<file path="src/rtl/fft_input_loader_if.sv">
// Handshake/data bundle between sample source, loader and stage-1 butterfly.
// master: source/sink side (tb or neighbours); slave: the loader itself.
interface fft_input_loader_if #(
  parameter int IN_W   = 16,
  parameter int CALC_W = 17
);
  logic                     in_valid;
  logic                     in_ready;
  logic signed [IN_W-1:0]   in_re;
  logic signed [IN_W-1:0]   in_im;
  logic                     out_valid;
  logic                     out_ready;
  logic [8*CALC_W-1:0]      calc_in;
  logic [23:0]              rotation;
  logic [1:0]               out_group;
  logic                     out_last;

  modport master (
    output in_valid, in_re, in_im, out_ready,
    input  in_ready, out_valid, calc_in,
    input  rotation, out_group, out_last
  );

  modport slave (
    input  in_valid, in_re, in_im, out_ready,
    output in_ready, out_valid, calc_in,
    output rotation, out_group, out_last
  );
endinterface

</file>
<file path="src/rtl/fft_input_loader.sv">
// Frame loader for the 16-point radix-4 FFT: stores 16 natural-order
// samples per bank, drains four digit-reversed 4-sample groups.
// Ports: clk, rst (async, high), flush (sync clear), bus (slave modport):
//   in_valid/in_ready/in_re/in_im  - serial sample input
//   out_valid/out_ready/calc_in    - packed group to stage-1 butterfly
//   rotation (always 0), out_group (0..3), out_last (group 3)
// Macro FFT_LOADER_PINGPONG_EN: two banks (overlapped fill/drain);
// undefined: single bank, pointers stay at 0.
module fft_input_loader #(
  parameter int IN_W   = 16,
  parameter int CALC_W = 17
) (
  input logic              clk,
  input logic              rst,
  input logic              flush,
  fft_input_loader_if.slave bus
);

  localparam int SW = 2 * CALC_W;
  localparam int XW = CALC_W - IN_W;

`ifdef FFT_LOADER_PINGPONG_EN
  localparam bit PP = 1'b1;
`else
  localparam bit PP = 1'b0;
`endif

  logic [SW-1:0]   mem_q [2][16];
  logic [1:0]      full_q, full_d;
  logic [3:0]      wr_idx_q, wr_idx_d;
  logic            wr_bank_q, wr_bank_d;
  logic            rd_bank_q, rd_bank_d;
  logic [1:0]      rd_grp_q, rd_grp_d;
  logic            vld_q, vld_d;
  logic [4*SW-1:0] calc_q, calc_d;

  logic            wr_en;
  logic            rd_acc;
  logic            load;
  logic            ld_bank;
  logic [1:0]      ld_grp;
  logic [SW-1:0]   wr_word;

  assign bus.in_ready  = !full_q[wr_bank_q];
  assign bus.out_valid = vld_q;
  assign bus.calc_in   = calc_q;
  assign bus.rotation  = 24'h0;
  assign bus.out_group = rd_grp_q;
  assign bus.out_last  = vld_q && (rd_grp_q == 2'd3);

  assign wr_en  = bus.in_valid && !full_q[wr_bank_q];
  assign rd_acc = vld_q && bus.out_ready;

  assign wr_word = {
    {XW{bus.in_re[IN_W-1]}}, bus.in_re,
    {XW{bus.in_im[IN_W-1]}}, bus.in_im
  };

  always_comb begin
    full_d    = full_q;
    wr_idx_d  = wr_idx_q;
    wr_bank_d = wr_bank_q;
    rd_bank_d = rd_bank_q;
    rd_grp_d  = rd_grp_q;
    vld_d     = vld_q;
    calc_d    = calc_q;
    load      = 1'b0;
    ld_bank   = rd_bank_q;
    ld_grp    = 2'd0;

    if (wr_en) begin
      wr_idx_d = wr_idx_q + 4'd1;
      if (wr_idx_q == 4'd15) begin
        full_d[wr_bank_q] = 1'b1;
        wr_bank_d = PP ? ~wr_bank_q : 1'b0;
      end
    end

    // Only registered flags decide the next load, so a bank
    // completing on this edge is presented one cycle later.
    if (rd_acc && rd_grp_q == 2'd3) begin
      full_d[rd_bank_q] = 1'b0;
      rd_bank_d = PP ? ~rd_bank_q : 1'b0;
      if (PP && full_q[~rd_bank_q]) begin
        load    = 1'b1;
        ld_bank = ~rd_bank_q;
      end else begin
        vld_d    = 1'b0;
        rd_grp_d = 2'd0;
      end
    end else if (rd_acc) begin
      load   = 1'b1;
      ld_grp = rd_grp_q + 2'd1;
    end else if (!vld_q && full_q[rd_bank_q]) begin
      load = 1'b1;
    end

    // Group g, slot k holds x[g+4k]: address is {k, g}.
    if (load) begin
      vld_d    = 1'b1;
      rd_grp_d = ld_grp;
      for (int k = 0; k < 4; k++) begin
        calc_d[k*SW +: SW] = mem_q[ld_bank][{k[1:0], ld_grp}];
      end
    end
  end

  always_ff @(posedge clk) begin
    if (wr_en && !flush) begin
      mem_q[wr_bank_q][wr_idx_q] <= wr_word;
    end
  end

  always_ff @(posedge clk or posedge rst) begin
    if (rst) begin
      full_q    <= 2'b00;
      wr_idx_q  <= 4'd0;
      wr_bank_q <= 1'b0;
      rd_bank_q <= 1'b0;
      rd_grp_q  <= 2'd0;
      vld_q     <= 1'b0;
      calc_q    <= '0;
    end else if (flush) begin
      full_q    <= 2'b00;
      wr_idx_q  <= 4'd0;
      wr_bank_q <= 1'b0;
      rd_bank_q <= 1'b0;
      rd_grp_q  <= 2'd0;
      vld_q     <= 1'b0;
    end else begin
      full_q    <= full_d;
      wr_idx_q  <= wr_idx_d;
      wr_bank_q <= wr_bank_d;
      rd_bank_q <= rd_bank_d;
      rd_grp_q  <= rd_grp_d;
      vld_q     <= vld_d;
      calc_q    <= calc_d;
    end
  end

endmodule

</file>
<file path="src/flat_wrapper.sv">
// flat-port wrapper written by rule: the top's interface ports become plain ports
module fft_input_loader_flat 
#(
  parameter int IN_W   = 16,
  parameter int CALC_W = 17
)
  (clk, rst, flush, bus_in_valid, bus_in_re, bus_in_im, bus_out_ready, bus_in_ready, bus_out_valid, bus_calc_in, bus_rotation, bus_out_group, bus_out_last);
  fft_input_loader_if #(.IN_W(IN_W), .CALC_W(CALC_W)) bus_i ();
  input logic clk;
  input logic rst;
  input logic flush;
  input wire logic [$bits(bus_i.in_valid)-1:0] bus_in_valid;
  input wire logic [$bits(bus_i.in_re)-1:0] bus_in_re;
  input wire logic [$bits(bus_i.in_im)-1:0] bus_in_im;
  input wire logic [$bits(bus_i.out_ready)-1:0] bus_out_ready;
  output wire logic [$bits(bus_i.in_ready)-1:0] bus_in_ready;
  output wire logic [$bits(bus_i.out_valid)-1:0] bus_out_valid;
  output wire logic [$bits(bus_i.calc_in)-1:0] bus_calc_in;
  output wire logic [$bits(bus_i.rotation)-1:0] bus_rotation;
  output wire logic [$bits(bus_i.out_group)-1:0] bus_out_group;
  output wire logic [$bits(bus_i.out_last)-1:0] bus_out_last;
  assign bus_i.in_valid = bus_in_valid;
  assign bus_i.in_re = bus_in_re;
  assign bus_i.in_im = bus_in_im;
  assign bus_i.out_ready = bus_out_ready;
  assign bus_in_ready = bus_i.in_ready;
  assign bus_out_valid = bus_i.out_valid;
  assign bus_calc_in = bus_i.calc_in;
  assign bus_rotation = bus_i.rotation;
  assign bus_out_group = bus_i.out_group;
  assign bus_out_last = bus_i.out_last;
  fft_input_loader #(.IN_W(IN_W), .CALC_W(CALC_W)) u_core (.clk(clk), .rst(rst), .flush(flush), .bus(bus_i));
endmodule
</file>
<file path="config.mk">
export PLATFORM = sky130hd
export DESIGN_NAME = fft_input_loader_flat
export DESIGN_NICKNAME = d
export VERILOG_FILES = /design/src/rtl/fft_input_loader_if.sv /design/src/rtl/fft_input_loader.sv /design/src/flat_wrapper.sv
export SDC_FILE = /design/constraint.sdc
export NUM_CORES = 1
export LEC_CHECK = 0
export ABC_AREA = 1
export CAP_MARGIN = 10
export CORE_ASPECT_RATIO = 0.9
export CORE_MARGIN = 8
export CORE_UTILIZATION = 55
export DETAILED_ROUTE_END_ITERATION = 10
export GPL_TIMING_DRIVEN = 0
export PLACE_DENSITY_LB_ADDON = 0.15
export REMOVE_ABC_BUFFERS = 1
export SLEW_MARGIN = 20
export SYNTH_ARGS = -nofsm -noshare
export SYNTH_HDL_FRONTEND = slang
export SYNTH_SLANG_ARGS = --single-unit
</file>
<file path="constraint.sdc">
create_clock -name clk -period 13.26 [get_ports clk]
set_input_delay 2.652 -clock clk [delete_from_list [all_inputs] [get_ports clk]]
set_output_delay 2.652 -clock clk [all_outputs]
set_load 0.02 [all_outputs]
</file>
==> results.tsv <==
stage	metric	value	unit
detailed_routing	drc	0	
synth	syn_inst	2556	
critical_path	crit_fanout	21	
critical_path	cpMostUsedCell	buf_16	
outcome	status	finished, final reports clean	
cells_and_area	nNetsFinal	2758	
detailed_routing	viasPerCell	5.331	
timing	period_minus_slack	5.180	ns
cells_and_area	fill_cells	3531	
critical_path	slowest_stage	nor2_4	
critical_path	path_delay_family	buffers and inverters	
critical_path	worst-path-buf-inv	6	
clock_tree	postCtsSetupRepairBufs	0	
synth	ys_seq_area_frac	0.6944	
critical_path	reg2reg_to	u_core.bus.calc_in[89]	
pwr	power_frac_seq	0.500	
min_path	hold_start	u_core.bus.calc_in[10]	
placed_design	place.gp.congestion	0.7200	
timing	setup_ws	8.080	ns
timing	hold-worst-slack	0.4734	ns
clock_tree	cts_resized	0	
floorplan	start_util	0.5536	
clock_tree	clk_latency	0.59	ns
synth	ys_seq_elements	648	
pwr	powerDensity	144.6	mW/mm^2
min_path	hold_path.class	flop to flop	
synth	ys_types	23	
min_path	hold_depth	2	
grt	grtUsageTotal	0.2222	
critical_path	path_depth	12	
critical_path	crit_required	13.78	ns
detailed_routing	drt-pass1-iter-count	5	
placed_design	hpwl	39460	um
pwr	comb_power_share	0.100	
critical_path	worst-r2r-cell-count	11	
cells_and_area	synthToLayoutAreaGrowth	20.15	%
critical_path	max_stage_delay	0.60	ns
placed_design	portBuffers	177	
timing	drv_slew	0	
synth	synthTopCellsByArea	edfxtp_1, dfrtp_1, nand2_1, nand3_1, nor2_1	
timing	max-slew-margin-rel	0.4282	
detailed_routing	drtIter0Drc	1656	
clock_tree	cts_hold_buf	0	
grt	grt_max_degree	143	
pwr	netSwitchingFraction	0.2264	
timing	timing.final.crit_share	0.3907	
grt	grt_pass1_vias	17890	
clock_tree	numCtsBuffers	68	
timing	rsz0062_at_grt	false	
pwr	p_leak	0.01389	uW
synth	yosys_warnings	0	
pwr	p_int	3634	uW
detailed_routing	routed-via-count	18132	
cells_and_area	drive_above_1_share	0.06322	
pwr	pwr-share-clk	0.399	
synth	synth_top_area_frac	0.5686	
critical_path	regToRegStartpoint	u_core.bus.out_group[0]	
clock_tree	cts_tree	done	
floorplan	die_h	226.4	um
critical_path	rrSetupSlack	9.92	ns
synth	syn_area	0.02704	sq mm
critical_path	crit_path_end_kind	flop	
detailed_routing	drt-total-wl	63950	um
clock_tree	cts_sinks	648	
clock_tree	cts_buffer_depth	3	
timing	finClkSkew	0.01416	ns
grt	grt_pass1_wl	98470	um
floorplan	num_rows	77	
timing	setup_viol	0	
critical_path	arrival	5.70	ns
detailed_routing	ant_nets	0	
pwr	ir_drop	0.00008478	V
clock_tree	h-tree-depth	3	
critical_path	path_cells	clkdlybuf4s50_1, nand2_1, nor2_4, buf_16, a21oi_2, nor2_4, buf_16, buf_16, buf_16, buf_16, nand2_1, nand2_1	
synth	synth.avg_cell_area	10.58	sq um
floorplan	dieArea	0.05653	sq mm
clock_tree	cts_root_buf	clkbuf_16	
grt	overflow	0	
min_path	whs_endpoint	u_core.bus.calc_in[10]	
synth	synth_area_leader_cell	edfxtp_1	
floorplan	chipWidth	249.7	um
floorplan	core	0.04885	sq mm
clock_tree	clk_pin_slew	0.06	ns
detailed_routing	wl_per_cell	18.80	um
timing	worstMarginPinSlew	0.8577	ns
grt	antenna_found_initial	2	
placed_design	dp_slack	7.490	ns
critical_path	crit_path_start_kind	input pin	
run	maxCapViolCount	0	
pwr	switching_power	1063	uW
critical_path	crit_type	input pin to flop	
floorplan	io_pins	202	
timing	final-hold-violation-count	0	
timing	fmax	193.0	MHz
## metal layers
layer  vias up  global-route usage  share of wire
met5         -                   0        0.00020
met4         2             0.07643          0.030
met3       153             0.04743          0.067
met2       612              0.3690           0.48
met1      8805              0.2906           0.42
li1       8560                   -              -
## worst register-to-register path, cell delays in order (launching register included)
cell,delay [ns]
dfrtp_1,0.47
ha_1,0.30
nor2_4,0.63
buf_16,0.25
a21oi_2,0.08
nor2_4,0.54
buf_16,0.24
buf_16,0.19
buf_16,0.17
buf_16,0.17
nand2_1,0.14
nand2_1,0.09
## through the flow
stage	TNS (ns)	area [sq um]	total power (uW)	instances	util
final	0	32490	4698	3401	0.6652
after global routing	0	32490	4851	3401	0.6652
after CTS	0	32490	4740	3400	0.6651
after detailed placement	0	30300	2870	3278	0.6203
after global placement	-551.92	28830	2855	3215	0.5902
after floorplan	0	26260	2600	2406	-
## power groups by stage
stage               clock network (uW)  logic, uW  registers [uW]
global route                      1980        509            2360
floorplan                            0       93.7            2510
global placement                     0        465            2390
detailed placement                   0        477            2390
finish                            1880        471            2350
CTS                               1910        480            2350
## flip-flops by register name, summed over array words and instances (netlist names)
| register | count |
|---|---|
| u_core.bus.calc_in | 128 |
| u_core.bus.out_group | 2 |
| u_core.bus.out_valid | 1 |
| u_core.full_q | 1 |
| u_core.mem_q | 512 |
| u_core.wr_idx_q | 4 |
## cell usage after synthesis
master and count:
nor2_1 271, conb_1 1, nor3_1 3, a21oi_2 1
inv_2 2, clkbuf_1 56, nand2_2 1, dfrtp_1 136
buf_4 32, o22ai_1 1, nand3_1 260, nand3b_1 128
nand2_1 784, edfxtp_1 512, ha_1 5, or2_2 1
nor2_4 1, buf_1 10, inv_1 266, nor2_2 1
buf_2 75, a21oi_1 3, o21ai_0 6
## placed cells by master (no fill, tap or decap), types with 24 or more instances in the layout
cell type,count
buf_16,33
clkbuf_16,73
clkdlybuf4s50_1,177
conb_1,24
dfrtp_1,136
edfxtp_1,512
inv_1,265
nand2_1,783
nand3_1,260
nand3b_1,128
nor2_1,258
## kinds of logic after synthesis
group / Yosys count / synth area share
compound gates: 11 / 0.002221
fa+ha+maj: 5 / 0.002314
buf+inv: 441 / 0.06913
flops: 648 / 0.6944
other cells: 1 / 0.0001387
simple gates: 1450 / 0.2318
## worst max-delay path by stage
stage	start	end
6_report	bus_out_ready	u_core.bus.calc_in[89]
5_1_grt	bus_out_ready	u_core.bus.calc_in[45]
4_1_cts	bus_out_ready	u_core.bus.calc_in[89]
3_5_place_dp	bus_out_ready	u_core.bus.calc_in[89]
3_3_place_gp	bus_out_ready	u_core.bus.out_valid
2_1_floorplan	bus_out_ready	u_core.bus.calc_in[0]
## area by class of cell
cell class / count / area [sq um] / share of cell area
Clock buffer: 95 / 1919 / 0.05907
Inverter: 268 / 1026 / 0.03158
Antenna cell: 1 / 2.502 / 0.00007702
Sequential cell: 648 / 18780 / 0.5780
Clock inverter: 27 / 267.8 / 0.008241
Tap cell: 632 / 790.8 / 0.02434
Timing Repair Buffer: 240 / 3087 / 0.09501
Multi-Input combinational cell: 1490 / 6619 / 0.2037
No activity file was read; power rests on OpenSTA's default activity.
==> RTL edit 1: new RTL, same flow settings <==
Reset style: synchronous (`rst`), changed in one clocked block. Comments in the files are not updated.
--- a/src/rtl/fft_input_loader.sv
+++ b/src/rtl/fft_input_loader.sv
@@ -113,3 +113,3 @@
 
-  always_ff @(posedge clk or posedge rst) begin
+  always_ff @(posedge clk) begin
     if (rst) begin
Formal check against the unedited RTL: same outputs for any inputs over 4 cycles, from zero or initial values and one cycle with rst high; that may be too few to reach the edited logic, so the function may still have changed.
==> RTL edit 1 against the unedited design <==
Non-clock buffer count up 2. Routed wire length up 3.2%. Critical path type unchanged. Area after synthesis up 2.4%. Utilization down 0.73 points. Sequential cell count unchanged. Final area up 1.4%. Final cell count up 9.2%. Count of clock-buffer cells in the layout up 12. Sequential share of layout area down 2.8 points. Worst setup slack better by 0.031 ns.
Power is not compared: it rests on default switching activity, and its combinational part moved more than twofold at a synthesized area within 25%.
==> RTL edit 1: results (changes against the unedited design) <==
- The largest stage delay on the critical path is 0.46 ns (was 0.60 ns).
- The global-route usage over all layers is 22.6% (was 22.2%).
- Outcome: finished clean (unchanged).
- The met1 capacity usage during global routing was 29.6% (was 29.1%).
- The fmax is 194 MHz (was 193 MHz).
- The met3 wire length is 4.47 mm (was 4.29 mm).
- The fraction of final layout cells with drive strength greater than 1 was 5.84% (was 6.32%).
- The HPWL after detailed placement was 39.9 mm (was 39.5 mm).
- The number of unique standard cell types used by synthesis is 25 (was 23).
- The via count of the first global-routing pass is 18.5k (was 17.9k).
- The via count normalized by instance count was 5.11 (was 5.33).
- The detailed-routed wire length on met2 was 32.0 mm (was 30.8 mm).
- The worst clock skew is 0.0241 ns (was 0.0142 ns).
- The setup slack of the worst register-to-register path is 10.15 ns (was 9.92 ns).
- The slowest library cell on the worst path is sky130_fd_sc_hd__nand2_8 (was sky130_fd_sc_hd__nor2_4).
- The largest fanout on the critical path came to 89 (was 21).
- The beginning of the worst hold path is u_core.bus.out_group[1] (was u_core.bus.calc_in[10]).
- Largest cells by area after synthesis: sky130_fd_sc_hd__edfxtp_1 (56%), sky130_fd_sc_hd__nand3_1 (12%), sky130_fd_sc_hd__inv_1 (11%) (was sky130_fd_sc_hd__edfxtp_1 (57%), sky130_fd_sc_hd__dfrtp_1 (13%), sky130_fd_sc_hd__nand2_1 (11%)).
- The final net count is 3023 (was 2758).
- Most instantiated cells after synthesis: sky130_fd_sc_hd__inv_1 (781), sky130_fd_sc_hd__nand3_1 (641), sky130_fd_sc_hd__edfxtp_1 (512), sky130_fd_sc_hd__nand2_1 (397), sky130_fd_sc_hd__dfxtp_1 (136) (was sky130_fd_sc_hd__nand2_1 (784), sky130_fd_sc_hd__edfxtp_1 (512), sky130_fd_sc_hd__nor2_1 (271), sky130_fd_sc_hd__inv_1 (266), sky130_fd_sc_hd__nand3_1 (260)).
- The final wirelength was 66.0 mm (was 63.9 mm).
- The normalized max-slew margin was 43.8% (was 42.8%).
- The detailed-routing wirelength on met1 is 27.6 mm (was 26.9 mm).
- The wire length of the first global-routing pass was 103 mm (was 98.5 mm).
- The global placer's final weighted congestion is 0.719 (was 0.720).
- The startpoint of the lowest-slack register-to-register path is u_core.bus.out_group[0] (unchanged).
==> RTL edit 1: changes by cell type after synthesis, sizes merged, moves of 136 or more <==
cell	delta
nand3	+382
dfxtp	+136
nor2	-251
dfrtp	-136
nand2	-384
inv	+515
==> RTL edit 1: metrics by stage <==
stage	TNS (ns)	total power [uW]	cell area, um^2	std cells
5_1_grt	0	4160	32900	3714
6_report	0	4040	32900	3714
3_3_place_gp	-686.13	2300	29400	3526
3_5_place_dp	0	2310	30900	3591
2_1_floorplan	0	2260	26700	2669
4_1_cts	0	4070	32900	3713
==> RTL edit 1: kinds of logic (layout without fill, tap and decap cells) <==
group           Yosys count  in the layout  synth area share, %
fa+ha+maj                 5              5                0.226
buf+inv                 970           1148                 14.4
simple gates           1071           1071                 17.5
flops                   648            648                 65.4
other cells               1             25               0.0135
compound gates          137            137                 2.51
==> RTL edit 1: worst min-delay path by stage <==
stage | endpoint | slack (ns) | cells past startpoint
2_1_floorplan | u_core.wr_idx_q[0] | 0.47 | 1
3_3_place_gp | u_core.bus.out_group[1] | 0.48 | 2
3_5_place_dp | u_core.bus.out_group[1] | 0.50 | 2
4_1_cts | u_core.bus.out_group[1] | 0.51 | 2
5_1_grt | u_core.bus.out_group[1] | 0.53 | 2
6_report | u_core.bus.out_group[1] | 0.51 | 2
==> RTL edit 1: area by class of cell <==
| cell class | count | area [um^2] |
|---|---|---|
| Clock buffer | 107 | 1990 |
| Clock inverter | 15 | 66.3 |
| Antenna cell | 1 | 2.50 |
| Tap cell | 680 | 851 |
| Fill cell | 3822 | 17100 |
| Sequential cell | 648 | 18100 |
| Timing Repair Buffer | 242 | 3110 |
| Inverter | 784 | 2970 |
| Multi-Input combinational cell | 1237 | 5850 |
==> RTL edit 2: new RTL, same flow settings <==
Made on the original files. `CALC_W` is set to 17 in 3 places; all go to 19.
--- a/src/rtl/fft_input_loader_if.sv
+++ b/src/rtl/fft_input_loader_if.sv
@@ -4,3 +4,3 @@
   parameter int IN_W   = 16,
-  parameter int CALC_W = 17
+  parameter int CALC_W = 19
 );
--- a/src/rtl/fft_input_loader.sv
+++ b/src/rtl/fft_input_loader.sv
@@ -10,3 +10,3 @@
   parameter int IN_W   = 16,
-  parameter int CALC_W = 17
+  parameter int CALC_W = 19
 ) (
--- a/src/flat_wrapper.sv
+++ b/src/flat_wrapper.sv
@@ -4,3 +4,3 @@
   parameter int IN_W   = 16,
-  parameter int CALC_W = 17
+  parameter int CALC_W = 19
 )
Interface: changed (resized bus_calc_in); port bits go from 202 to 218. The function was not compared with the original's and may differ.
==> RTL edit 2 against the unedited design <==
Fmax fell by 1.1%. Routed wire length up 3.9%. Synthesized cell count rose by 5.8%. Final area increased by 1.9%. Highest routed layer unchanged. Area after synthesis increased by 1.8%. Sequential cell count unchanged. Total power is 1.0% higher. Die area is 1.7% higher. Sequential power hardly changed. Worst setup slack got worse by 0.056 ns.
==> RTL edit 2: results (changes against the unedited design) <==
- The transition at the pin with the smallest max-transition slack is 0.801 ns (was 0.858 ns).
- Most instantiated cells after synthesis: sky130_fd_sc_hd__nand2_1 (782), sky130_fd_sc_hd__inv_1 (525), sky130_fd_sc_hd__nand3_1 (514), sky130_fd_sc_hd__edfxtp_1 (512), sky130_fd_sc_hd__dfrtp_1 (136) (was sky130_fd_sc_hd__nand2_1 (784), sky130_fd_sc_hd__edfxtp_1 (512), sky130_fd_sc_hd__nor2_1 (271), sky130_fd_sc_hd__inv_1 (266), sky130_fd_sc_hd__nand3_1 (260)).
- The number of fill cells was 3655 (was 3531).
- The via count normalized by instance count is 5.24 (was 5.33).
- The detailed-routing iteration count for the pre-antenna-repair pass is 6 (was 5).
- The clock share of power came to 39.7% (was 39.9%).
- The detailed-routed wire length on met2 was 32.2 mm (was 30.8 mm).
- The part of the total power dissipated in combinational logic came to 10.7% (was 10.0%).
- The slowest library cell on the worst path is sky130_fd_sc_hd__clkdlybuf4s50_1 (was sky130_fd_sc_hd__nor2_4).
- The final net count is 2908 (was 2758).
- The TritonCTS buffer count was 67 (was 68).
- The largest fanout on the critical path is 85 (was 21).
- The final wirelength is 66.4 mm (was 63.9 mm).
- The wire length of the first global-routing pass came to 104 mm (was 98.5 mm).
- The post-placement cell area came to 0.0309 mm^2 (was 0.0303 mm^2).
- The sequential share of the synthesized area is 68.2% (was 69.4%).
- The worst setup slack after placement is 7.41 ns (was 7.49 ns).
- The beginning of the worst hold path is u_core.bus.calc_in[141] (was u_core.bus.calc_in[10]).
- Largest cells by area after synthesis: sky130_fd_sc_hd__edfxtp_1 (56%), sky130_fd_sc_hd__dfrtp_1 (12%), sky130_fd_sc_hd__nand2_1 (11%) (was sky130_fd_sc_hd__edfxtp_1 (57%), sky130_fd_sc_hd__dfrtp_1 (13%), sky130_fd_sc_hd__nand2_1 (11%)).
- The endpoint of the worst register-to-register path is u_core.bus.calc_in[119] (was u_core.bus.calc_in[89]).
- The worst clock skew is 0.0150 ns (was 0.0142 ns).
- The via count of the first global-routing pass was 18.8k (was 17.9k).
- Outcome: finished clean (unchanged).
- The synthesized instance count is 2703 (was 2556).
- The leakage power is 0.0150 uW (was 0.0139 uW).
- The switching part of the total came to 23.2% (was 22.6%).
- The total instance count after detailed placement is 3468 (was 3278).
- The count of buffers from port buffering is 193 (was 177).
- The combinational cell power is 510 uW (was 471 uW).
- The largest net degree at the start of global routing is 100 (was 143).
## RTL edit 2: changes by cell type after synthesis, moves of 20 or more
| cell | delta |
|---|---|
| sky130_fd_sc_hd__nor2_1 | -256 |
| sky130_fd_sc_hd__inv_1 | +259 |
| sky130_fd_sc_hd__clkbuf_1 | -23 |
| sky130_fd_sc_hd__nand3_1 | +254 |
| sky130_fd_sc_hd__buf_4 | +20 |
| sky130_fd_sc_hd__nand3b_1 | -128 |
## RTL edit 2: final cells by class
type                            instances  area, um^2  share of cell area (%)
Sequential cell                       648       18800                    56.7
Multi-Input combinational cell       1361        5980                    18.1
Timing Repair Buffer                  260        3290                    9.95
Inverter                              528        2010                    6.06
Clock buffer                           98        1980                    5.99
Tap cell                              671         840                    2.54
Clock inverter                         25         225                   0.680
Antenna cell                            1        2.50                 0.00756
## RTL edit 2: per-layer routing
metal  GRT usage [%]  up-vias
met5               0        -
met4            7.37        2
met3            4.82      130
met2            37.9      704
met1            30.4     9114
li1                -     8871
